[config.mk]
export PLATFORM = sky130hd
export DESIGN_NAME = zle_param
export DESIGN_NICKNAME = d
export VERILOG_FILES = /design/src/rtl/zle_param.sv
export SDC_FILE = /design/constraint.sdc
export NUM_CORES = 1
export LEC_CHECK = 0
export ABC_AREA = 0
export CORE_UTILIZATION = 52
export DETAILED_ROUTE_END_ITERATION = 8
export PLACE_DENSITY = 0.87
export SLEW_MARGIN = 20
export SYNTH_ARGS = -nofsm -noshare
export SYNTH_HDL_FRONTEND = slang
export SYNTH_SLANG_ARGS = --single-unit
[constraint.sdc]
create_clock -name clock -period 2.7 [get_ports clock]
set_clock_uncertainty 0.1 [all_clocks]
set_input_delay 0.54 -clock clock [delete_from_list [all_inputs] [get_ports clock]]
set_output_delay 0.54 -clock clock [all_outputs]
set_load 0.02 [all_outputs]
[src/rtl/zle_param.sv]
// Zero run-length encoder: nonzero words pass as literal tokens, zero runs
// collapse into one run token; EOS flushes any partial run, bypass forces literals.
module zle_param #(
  parameter int DW     = 3,
  parameter int CW     = 4,
  parameter int MAXRUN = 15,
  localparam int OW    = ((DW > CW) ? DW : CW) + 1
) (
  input  logic          clock,
  input  logic          reset,
  input  logic [DW-1:0] i_d,
  input  logic          i_eos,
  input  logic          i_byp,
  input  logic          i_v,
  output logic          i_b,
  output logic [OW-1:0] o_d,
  output logic          o_eos,
  output logic          o_v,
  input  logic          o_b
);

  if (MAXRUN < 1 || MAXRUN > (2**CW) - 1) begin : g_bad_maxrun
    $error("zle_param: MAXRUN out of range 1..2^CW-1");
  end

  localparam logic [1:0] ACCEPT   = 2'd0;
  localparam logic [1:0] PEND_LIT = 2'd1;
  localparam logic [1:0] PEND_EOS = 2'd2;

  logic [1:0]    state, nxt_state;
  logic [CW-1:0] cnt, nxt_cnt;
  logic [DW-1:0] pend, nxt_pend;
  logic [CW:0]   cnt_inc;
  logic          can_load, in_xfer, load, ld_eos;
  logic [OW-1:0] ld_d;

  function automatic logic [OW-1:0] run_tok(input logic [CW-1:0] n);
    run_tok = '0;
    run_tok[OW-1] = 1'b1;
    run_tok[CW-1:0] = n;
  endfunction

  function automatic logic [OW-1:0] lit_tok(input logic [DW-1:0] d);
    lit_tok = '0;
    lit_tok[DW-1:0] = d;
  endfunction

  assign can_load = !o_v || !o_b;
  assign i_b      = reset || (state != ACCEPT) || !can_load;
  assign in_xfer  = i_v && !i_b;
  assign cnt_inc  = {1'b0, cnt} + 1'b1;

  always_comb begin
    load      = 1'b0;
    ld_d      = '0;
    ld_eos    = 1'b0;
    nxt_state = state;
    nxt_cnt   = cnt;
    nxt_pend  = pend;
    case (state)
      ACCEPT: if (in_xfer) begin
        if (i_eos) begin
          load = 1'b1;
          if (cnt != '0) begin
            // flush the partial run first; EOS follows from PEND_EOS
            ld_d      = run_tok(cnt);
            nxt_cnt   = '0;
            nxt_state = PEND_EOS;
          end else begin
            ld_eos = 1'b1;
          end
        end else if (i_d == '0 && !i_byp) begin
          if (cnt_inc == (CW+1)'(MAXRUN)) begin
            load    = 1'b1;
            ld_d    = run_tok(CW'(MAXRUN));
            nxt_cnt = '0;
          end else begin
            nxt_cnt = cnt_inc[CW-1:0];
          end
        end else if (cnt == '0) begin
          load = 1'b1;
          ld_d = lit_tok(i_d);
        end else begin
          load      = 1'b1;
          ld_d      = run_tok(cnt);
          nxt_cnt   = '0;
          nxt_pend  = i_d;
          nxt_state = PEND_LIT;
        end
      end
      PEND_LIT: if (can_load) begin
        load      = 1'b1;
        ld_d      = lit_tok(pend);
        nxt_state = ACCEPT;
      end
      PEND_EOS: if (can_load) begin
        load      = 1'b1;
        ld_eos    = 1'b1;
        nxt_state = ACCEPT;
      end
      default: begin
        nxt_state = ACCEPT;
        nxt_cnt   = '0;
      end
    endcase
  end

  always_ff @(posedge clock) begin
    if (reset) begin
      state <= ACCEPT;
      cnt   <= '0;
      pend  <= '0;
      o_v   <= 1'b0;
      o_d   <= '0;
      o_eos <= 1'b0;
    end else begin
      state <= nxt_state;
      cnt   <= nxt_cnt;
      pend  <= nxt_pend;
      if (load) begin
        o_v   <= 1'b1;
        o_d   <= ld_d;
        o_eos <= ld_eos;
      end else if (o_v && !o_b) begin
        o_v <= 1'b0;
      end
    end
  end

endmodule

==> results of run 1 <==
==> layout by cell type, fill, tap and decap left out, types with 2 or more instances in the layout <==
| master | instances |
|---|---|
| buf_4 | 8 |
| clkdlybuf4s50_1 | 16 |
| ha_1 | 7 |
| clkbuf_4 | 3 |
| o2111ai_1 | 2 |
| nor4_1 | 2 |
| a21oi_1 | 5 |
| nand2b_1 | 4 |
| nor2_1 | 12 |
| a311oi_1 | 3 |
| nand3_1 | 5 |
| mux2i_1 | 3 |
| a211oi_1 | 2 |
| inv_1 | 9 |
| and3b_1 | 2 |
| or3_1 | 2 |
| dfxtp_1 | 16 |
| nand2_1 | 11 |
| o21ai_0 | 3 |
==> critical path: cells and delay by family (launching register included) <==
kind	cells	cell delay, ns
and+or+nand+nor	2	0.37
buffers and inverters	2	0.64
adders and majority gates	1	0.29
DFF	1	0.34
==> power by group <==
group / internal [uW] / total (uW) / switching [uW]
logic: 39.4 / 83.9 / 44.5
registers: 242 / 245 / 3.17
clock network: 82.2 / 159 / 76.4
total: 363 / 487 / 124
==> cells by family (layout without fill, tap and decap cells) <==
logic type / after synthesis / in the layout
flops: 16 / 16
buf+inv: 11 / 37
simple gates: 53 / 53
compound gates: 28 / 28
fa+ha+maj: 7 / 7
mux: 4 / 4
==> synth_stat cells (all sizes together) <==
| master | n |
|---|---|
| mux2i | 3 |
| a21oi | 6 |
| nand2 | 11 |
| and2 | 1 |
| or4 | 1 |
| nand3 | 6 |
| o32ai | 1 |
| ha | 7 |
| nor3b | 1 |
| nor2 | 13 |
| clkbuf | 2 |
| and4 | 1 |
| o22ai | 1 |
| nand4b | 1 |
| a211oi | 2 |
| o2111ai | 3 |
| mux2 | 1 |
| o31a | 1 |
| nor4 | 3 |
| nor4bb | 1 |
| nor3 | 1 |
| nor2b | 1 |
| or3 | 2 |
| inv | 9 |
| a21boi | 1 |
| a221oi | 2 |
| nand4 | 1 |
| a31oi | 1 |
| a311oi | 3 |
| and3 | 1 |
| and3b | 2 |
| a311o | 1 |
| o21ai | 4 |
| nand2b | 4 |
| o2111a | 1 |
| o31ai | 1 |
| or3b | 1 |
| dfxtp | 16 |
| and4b | 1 |
==> worst paths after layout <==
path | endpoint | startpoint | slack, ns
min reg2reg | o_d[3] | o_d[3] | 0.40
min | o_d[3] | o_d[3] | 0.40
max reg2reg | o_d[1] | state[1] | 0.35
max | i_b | state[1] | 0.12
==> registers in the layout, summed over array words and instances, names as in the netlist <==
signal and cells:
o_d 5, pend 3, state 2, cnt 4, o_eos 1, o_v 1
==> through the flow <==
stage | cells | utilization, % | worst slack, ns
CTS | 170 | 73.4 | 0.121
floorplan | 119 | - | 0.581
global placement | 166 | 71.4 | 0.119
detailed placement | 166 | 71.4 | 0.0823
global route | 170 | 73.4 | 0.00643
finish | 170 | 73.4 | 0.120
==> routing by layer <==
metal / track usage [%] / part of all wire [%] / vias up
met3: 7.31 / 6.6 / 2
met2: 43.1 / 50 / 46
met4: 8.00 / 0.55 / 0
li1: - / - / 503
met5: 0 / 0 / -
met1: 31.9 / 43 / 468
==> area by class of cell <==
type	count	share of cell area, %
clock buffers	4	2.74
inverters	9	2.55
multi-input cells	92	51.5
flip-flops and latches	16	24.2
well taps	25	2.37
repair buffers	24	16.7
==> results.py, run 1 <==
metrics = {
    "synthesis": {
        "avgSynthCellArea_um2": 8.76,
        "synth_top_family_by_area": "simple AND/OR/NAND/NOR gates",
        "yosys.area_share.simple_pct": 30.6,
        "yosysUniqueCellTypes": 46,
        "synthAdderAreaFrac_pct": 8.40,
        "synth_mux_area_share_pct": 3.96,
        "ys_top_cells_by_area": "dfxtp_1, ha_1, nor2_1, nand2_1, inv_1",
        "yosysTopAreaCell": "dfxtp_1",
        "yosysWarnings": 0,
        "synth.yosys.seq_area_share_pct": 30.7,
        "synth_xor_area_share_pct": 0,
        "yosys_register_bits": 16,
        "yosysTopAreaCellShare_pct": 30.7,
        "syn_area_mm2": 0.00104,
        "synth_compound_area_share_pct": 22.3,
        "synth.net_count": 135,
        "syn_inst": 119,
    },
    "floorplanning": {
        "die_w_um": 46.8,
        "core_mm2": 0.00180,
        "die_area_mm2": 0.00219,
        "io_pins": 17,
        "start_util_pct": 57.8,
        "rows": 15,
        "die_h_um": 46.8,
    },
    "placed_design": {
        "hpwl_mm": 1.99,
        "placed_cell_area_mm2": 0.00129,
        "globalplace.congestion": 0.868,
        "numPortBuffers": 16,
    },
    "timing": {
        "fmax_mhz": 388,
        "period_minus_slack_ns": 2.58,
        "slew_viol_final": 0,
        "setup_viol": 0,
        "hold_violations": 0,
        "hold_ws_ns": 0.398,
        "tightest_slew_ns": 0.465,
        "relSlewSlack_pct": 69.0,
        "fin_crit_sh_pct": 95.5,
        "rsz0062_at_grt": "no",
        "finalSetupTns_ns": 0,
    },
    "power_and_ir_drop": {
        "p_leak_uw": 0.000498,
        "p_per_area_mw_per_mm2": 369,
        "ir_drop_mv": 0.285,
        "power.total_uw": 487,
    },
    "worst_setup_path": {
        "slowest_stage": "clkdlybuf4s50_1",
        "cp_max_fo": 7,
        "r2r_cells": 7,
        "worst-setup-path-type": "reg2out",
        "setup.worst_path.start_class": "flip-flop",
        "crit_path_max_incr_delay_ns": 0.54,
        "path_cells": "inv_1, ha_1, nor2b_1, nand2_1, clkdlybuf4s50_1",
        "cp_data_arrival_time_ns": 1.94,
        "critPathRequiredTime_ns": 2.06,
        "cp-end-kind": "primary output",
    },
    "cts": {
        "cts.hold.buffers_added": 0,
        "cts_resized": 0,
        "cts_num_sinks": 16,
        "cts-buffers-inserted": 3,
        "cts-root-buf": "clkbuf_4",
        "clockBufferDepth": 2,
        "clkLatencyLatePin_ns": 0.29,
        "cts_tree": "yes",
        "cts_setup_buffers": 0,
        "cts.clk_slew.worst_paths_ns": 0.09,
        "htreeDepth": 1,
    },
    "routing": {
        "drc_errors": 0,
        "routed_via_density": 5.99,
        "drt-initial-drc-count": 23,
        "ant_nets": 0,
        "via_count": 1019,
        "post_drt_wl_per_cell_um": 15.0,
        "routed_wl_mm": 2.56,
        "drtPass1Iterations": 5,
    },
    "layout": {
        "fillers": 149,
        "n_antenna_cell": 0,
        "area_delta_synth_final_pct": 26.9,
        "ff_latch_area_um2": 320,
        "final_nets": 162,
        "fin_area_mm2": 0.00132,
        "multi_input_area_um2": 681,
        "layout-drive-gt1-share_pct": 15.2,
    },
    "status": {
        "status": "finished, final reports clean",
    },
    "grt": {
        "antenna_found_initial": 0,
        "grt_pass1_vias": 919,
        "grt_pass1_wl_mm": 3.93,
        "grt-ovfl-total": 0,
        "grt_max_degree": 19,
        "grt_usage_pct": 25.7,
    },
    "hold_path": {
        "hp-class": "reg2reg",
        "hold_depth": 2,
    },
    "flow_run": {
        "max_cap_violations": 0,
    },
}
No activity file was read; power rests on OpenSTA's default activity.
==> run 2, diff against run 1 <==
--- a/config.mk
+++ b/config.mk
@@ -8,6 +8,7 @@
 export ABC_AREA = 0
 export CORE_UTILIZATION = 52
 export DETAILED_ROUTE_END_ITERATION = 8
+export GPL_ROUTABILITY_DRIVEN = 0
 export PLACE_DENSITY = 0.87
 export SLEW_MARGIN = 20
 export SYNTH_ARGS = -nofsm -noshare
==> results of run 2 <==
Same layout as run 1: the final DEF is identical, and so are final timing and power.
==> run 3, diff against run 2 <==
--- a/config.mk
+++ b/config.mk
@@ -10,6 +10,7 @@
 export DETAILED_ROUTE_END_ITERATION = 8
 export GPL_ROUTABILITY_DRIVEN = 0
 export PLACE_DENSITY = 0.87
+export SETUP_SLACK_MARGIN = 0.02
 export SLEW_MARGIN = 20
 export SYNTH_ARGS = -nofsm -noshare
 export SYNTH_HDL_FRONTEND = slang
==> run 3 against run 2 <==
Net effect: critical path type unchanged; sequential power hardly changed; cell area is 0.19% higher; power hardly changed; worst hold slack better by 0.0033 ns; core utilization is 0.14 points higher; fmax up 1.3%.
==> results.py, run 3 (synthesis results as in run 1) <==
metrics = {
    "cts": {
        "htreeDepth": 1,
        "cts_tree": "yes",
        "cts.hold.buffers_added": 0,
        "cts_num_sinks": 16,
        "cts_resized": 0,
        "clockBufferDepth": 2,
        "cts_setup_buffers": 0,
        "cts.clk_slew.worst_paths_ns": 0.09,
        "cts-root-buf": "clkbuf_4",
        "cts-buffers-inserted": 3,
        "clkLatencyLatePin_ns": 0.29,
    },
    "power_and_ir_drop": {
        "p_int_uw": 363,
        "p_sw_share_pct": 25.4,
        "clkPwrFrac_pct": 32.5,
        "p_leak_uw": 0.000500,
        "switchingPower_uw": 124,
        "seqPwrFrac_pct": 50.3,
        "ir_drop_mv": 0.284,
        "power.total_uw": 487,
        "p_comb_share_pct": 17.2,
        "p_per_area_mw_per_mm2": 368,
    },
    "timing": {
        "hold_violations": 0,
        "fmax_mhz": 393,
        "tightest_slew_ns": 0.463,
        "setup_viol": 0,
        "rsz0062_at_grt": "no",
        "fin_crit_sh_pct": 94.3,
        "relSlewSlack_pct": 69.1,
        "period_minus_slack_ns": 2.55,
        "slew_viol_final": 0,
        "finalSetupTns_ns": 0,
    },
    "floorplanning": {
        "start_util_pct": 57.8,
        "die_h_um": 46.8,
        "rows": 15,
        "core_mm2": 0.00180,
        "io_pins": 17,
        "die_area_mm2": 0.00219,
        "die_w_um": 46.8,
    },
    "worst_setup_path": {
        "cp-end-kind": "primary output",
        "critPathRequiredTime_ns": 2.06,
        "cp_max_fo": 7,
        "worst-setup-path-type": "reg2out",
        "cp_data_arrival_time_ns": 1.91,
        "setup.worst_path.start_class": "flip-flop",
    },
    "layout": {
        "largest_reg_flops": 5,
        "final_nets": 162,
        "layout.cells.non_filler": 170,
        "largest_register": "o_d",
        "reg.largest.list": "o_d (5), cnt (4), pend (3)",
        "final_cell_mix": "dfxtp_1, clkdlybuf4s50_1, nor2_1, nand2_1, inv_1",
        "fin_util_pct": 73.5,
        "area_delta_synth_final_pct": 27.1,
        "n_antenna_cell": 0,
        "layout-drive-gt1-share_pct": 15.9,
        "fin_area_mm2": 0.00133,
    },
    "grt": {
        "grt_pass1_wl_mm": 3.93,
        "grt_max_degree": 19,
        "grt_pass1_vias": 919,
        "antenna_found_initial": 0,
        "grt_usage_pct": 25.7,
        "grt-ovfl-total": 0,
    },
    "placed_design": {
        "hpwl_mm": 1.99,
        "numPlacedInstances": 166,
        "placed_cell_area_mm2": 0.00129,
        "numPortBuffers": 16,
    },
    "routing": {
        "drc_errors": 0,
        "drt-initial-drc-count": 24,
        "routed_via_density": 5.92,
        "routed_wl_mm": 2.53,
        "ant_nets": 0,
        "drtPass1Iterations": 4,
        "post_drt_wl_per_cell_um": 14.9,
        "via_count": 1006,
    },
    "hold_path": {
        "hp-class": "reg2reg",
    },
    "status": {
        "status": "finished, final reports clean",
    },
    "flow_run": {
        "max_cap_violations": 0,
    },
}
[run 3: metrics by stage]
step,hold slack [ns],worst slack (ns)
floorplan,0.360,0.581
global placement,0.356,0.119
detailed placement,0.377,0.0823
CTS,0.406,0.121
global route,0.417,0.0595
finish,0.401,0.153
[run 3: worst max-delay path, stage by stage (launching register included)]
cell and delay, ns:
dfxtp_1 0.39, inv_1 0.08, ha_1 0.28, nor2b_2 0.20, nand2_1 0.07, clkdlybuf4s50_1 0.59
[run 3: cell type report]
class	count	area (um2)
Multi-Input combinational cell	92	683
Fill cell	148	477
Sequential cell	16	320
Timing Repair Buffer	24	220
Clock buffer	4	36.3
Inverter	9	33.8
Tap cell	25	31.3
[run 3: power groups by stage]
stage | clock network (uW) | registers, uW | logic (uW)
global route | 174 | 246 | 89.4
CTS | 161 | 245 | 83.3
finish | 158 | 245 | 83.8
global placement | 0 | 250 | 80.5
floorplan | 0 | 257 | 34.4
detailed placement | 0 | 250 | 82.3
[run 3: routing by layer]
| metal | GRT usage, % | part of all wire, % |
|---|---|---|
| met5 | 0 | 0 |
| met4 | 8.00 | 1.5 |
| met3 | 7.31 | 5.4 |
| met2 | 43.1 | 49 |
| met1 | 31.9 | 44 |
[run 3: path summary, 6_finish.rpt]
path / cells after the start / slack (ns) / endpoint / startpoint
worst min register to register: 2 / 0.40 / o_d[3] / o_d[3]
worst min-delay path: 2 / 0.40 / o_d[3] / o_d[3]
worst max register to register: 7 / 0.43 / o_d[1] / state[1]
worst max-delay path: 5 / 0.15 / i_b / state[0]
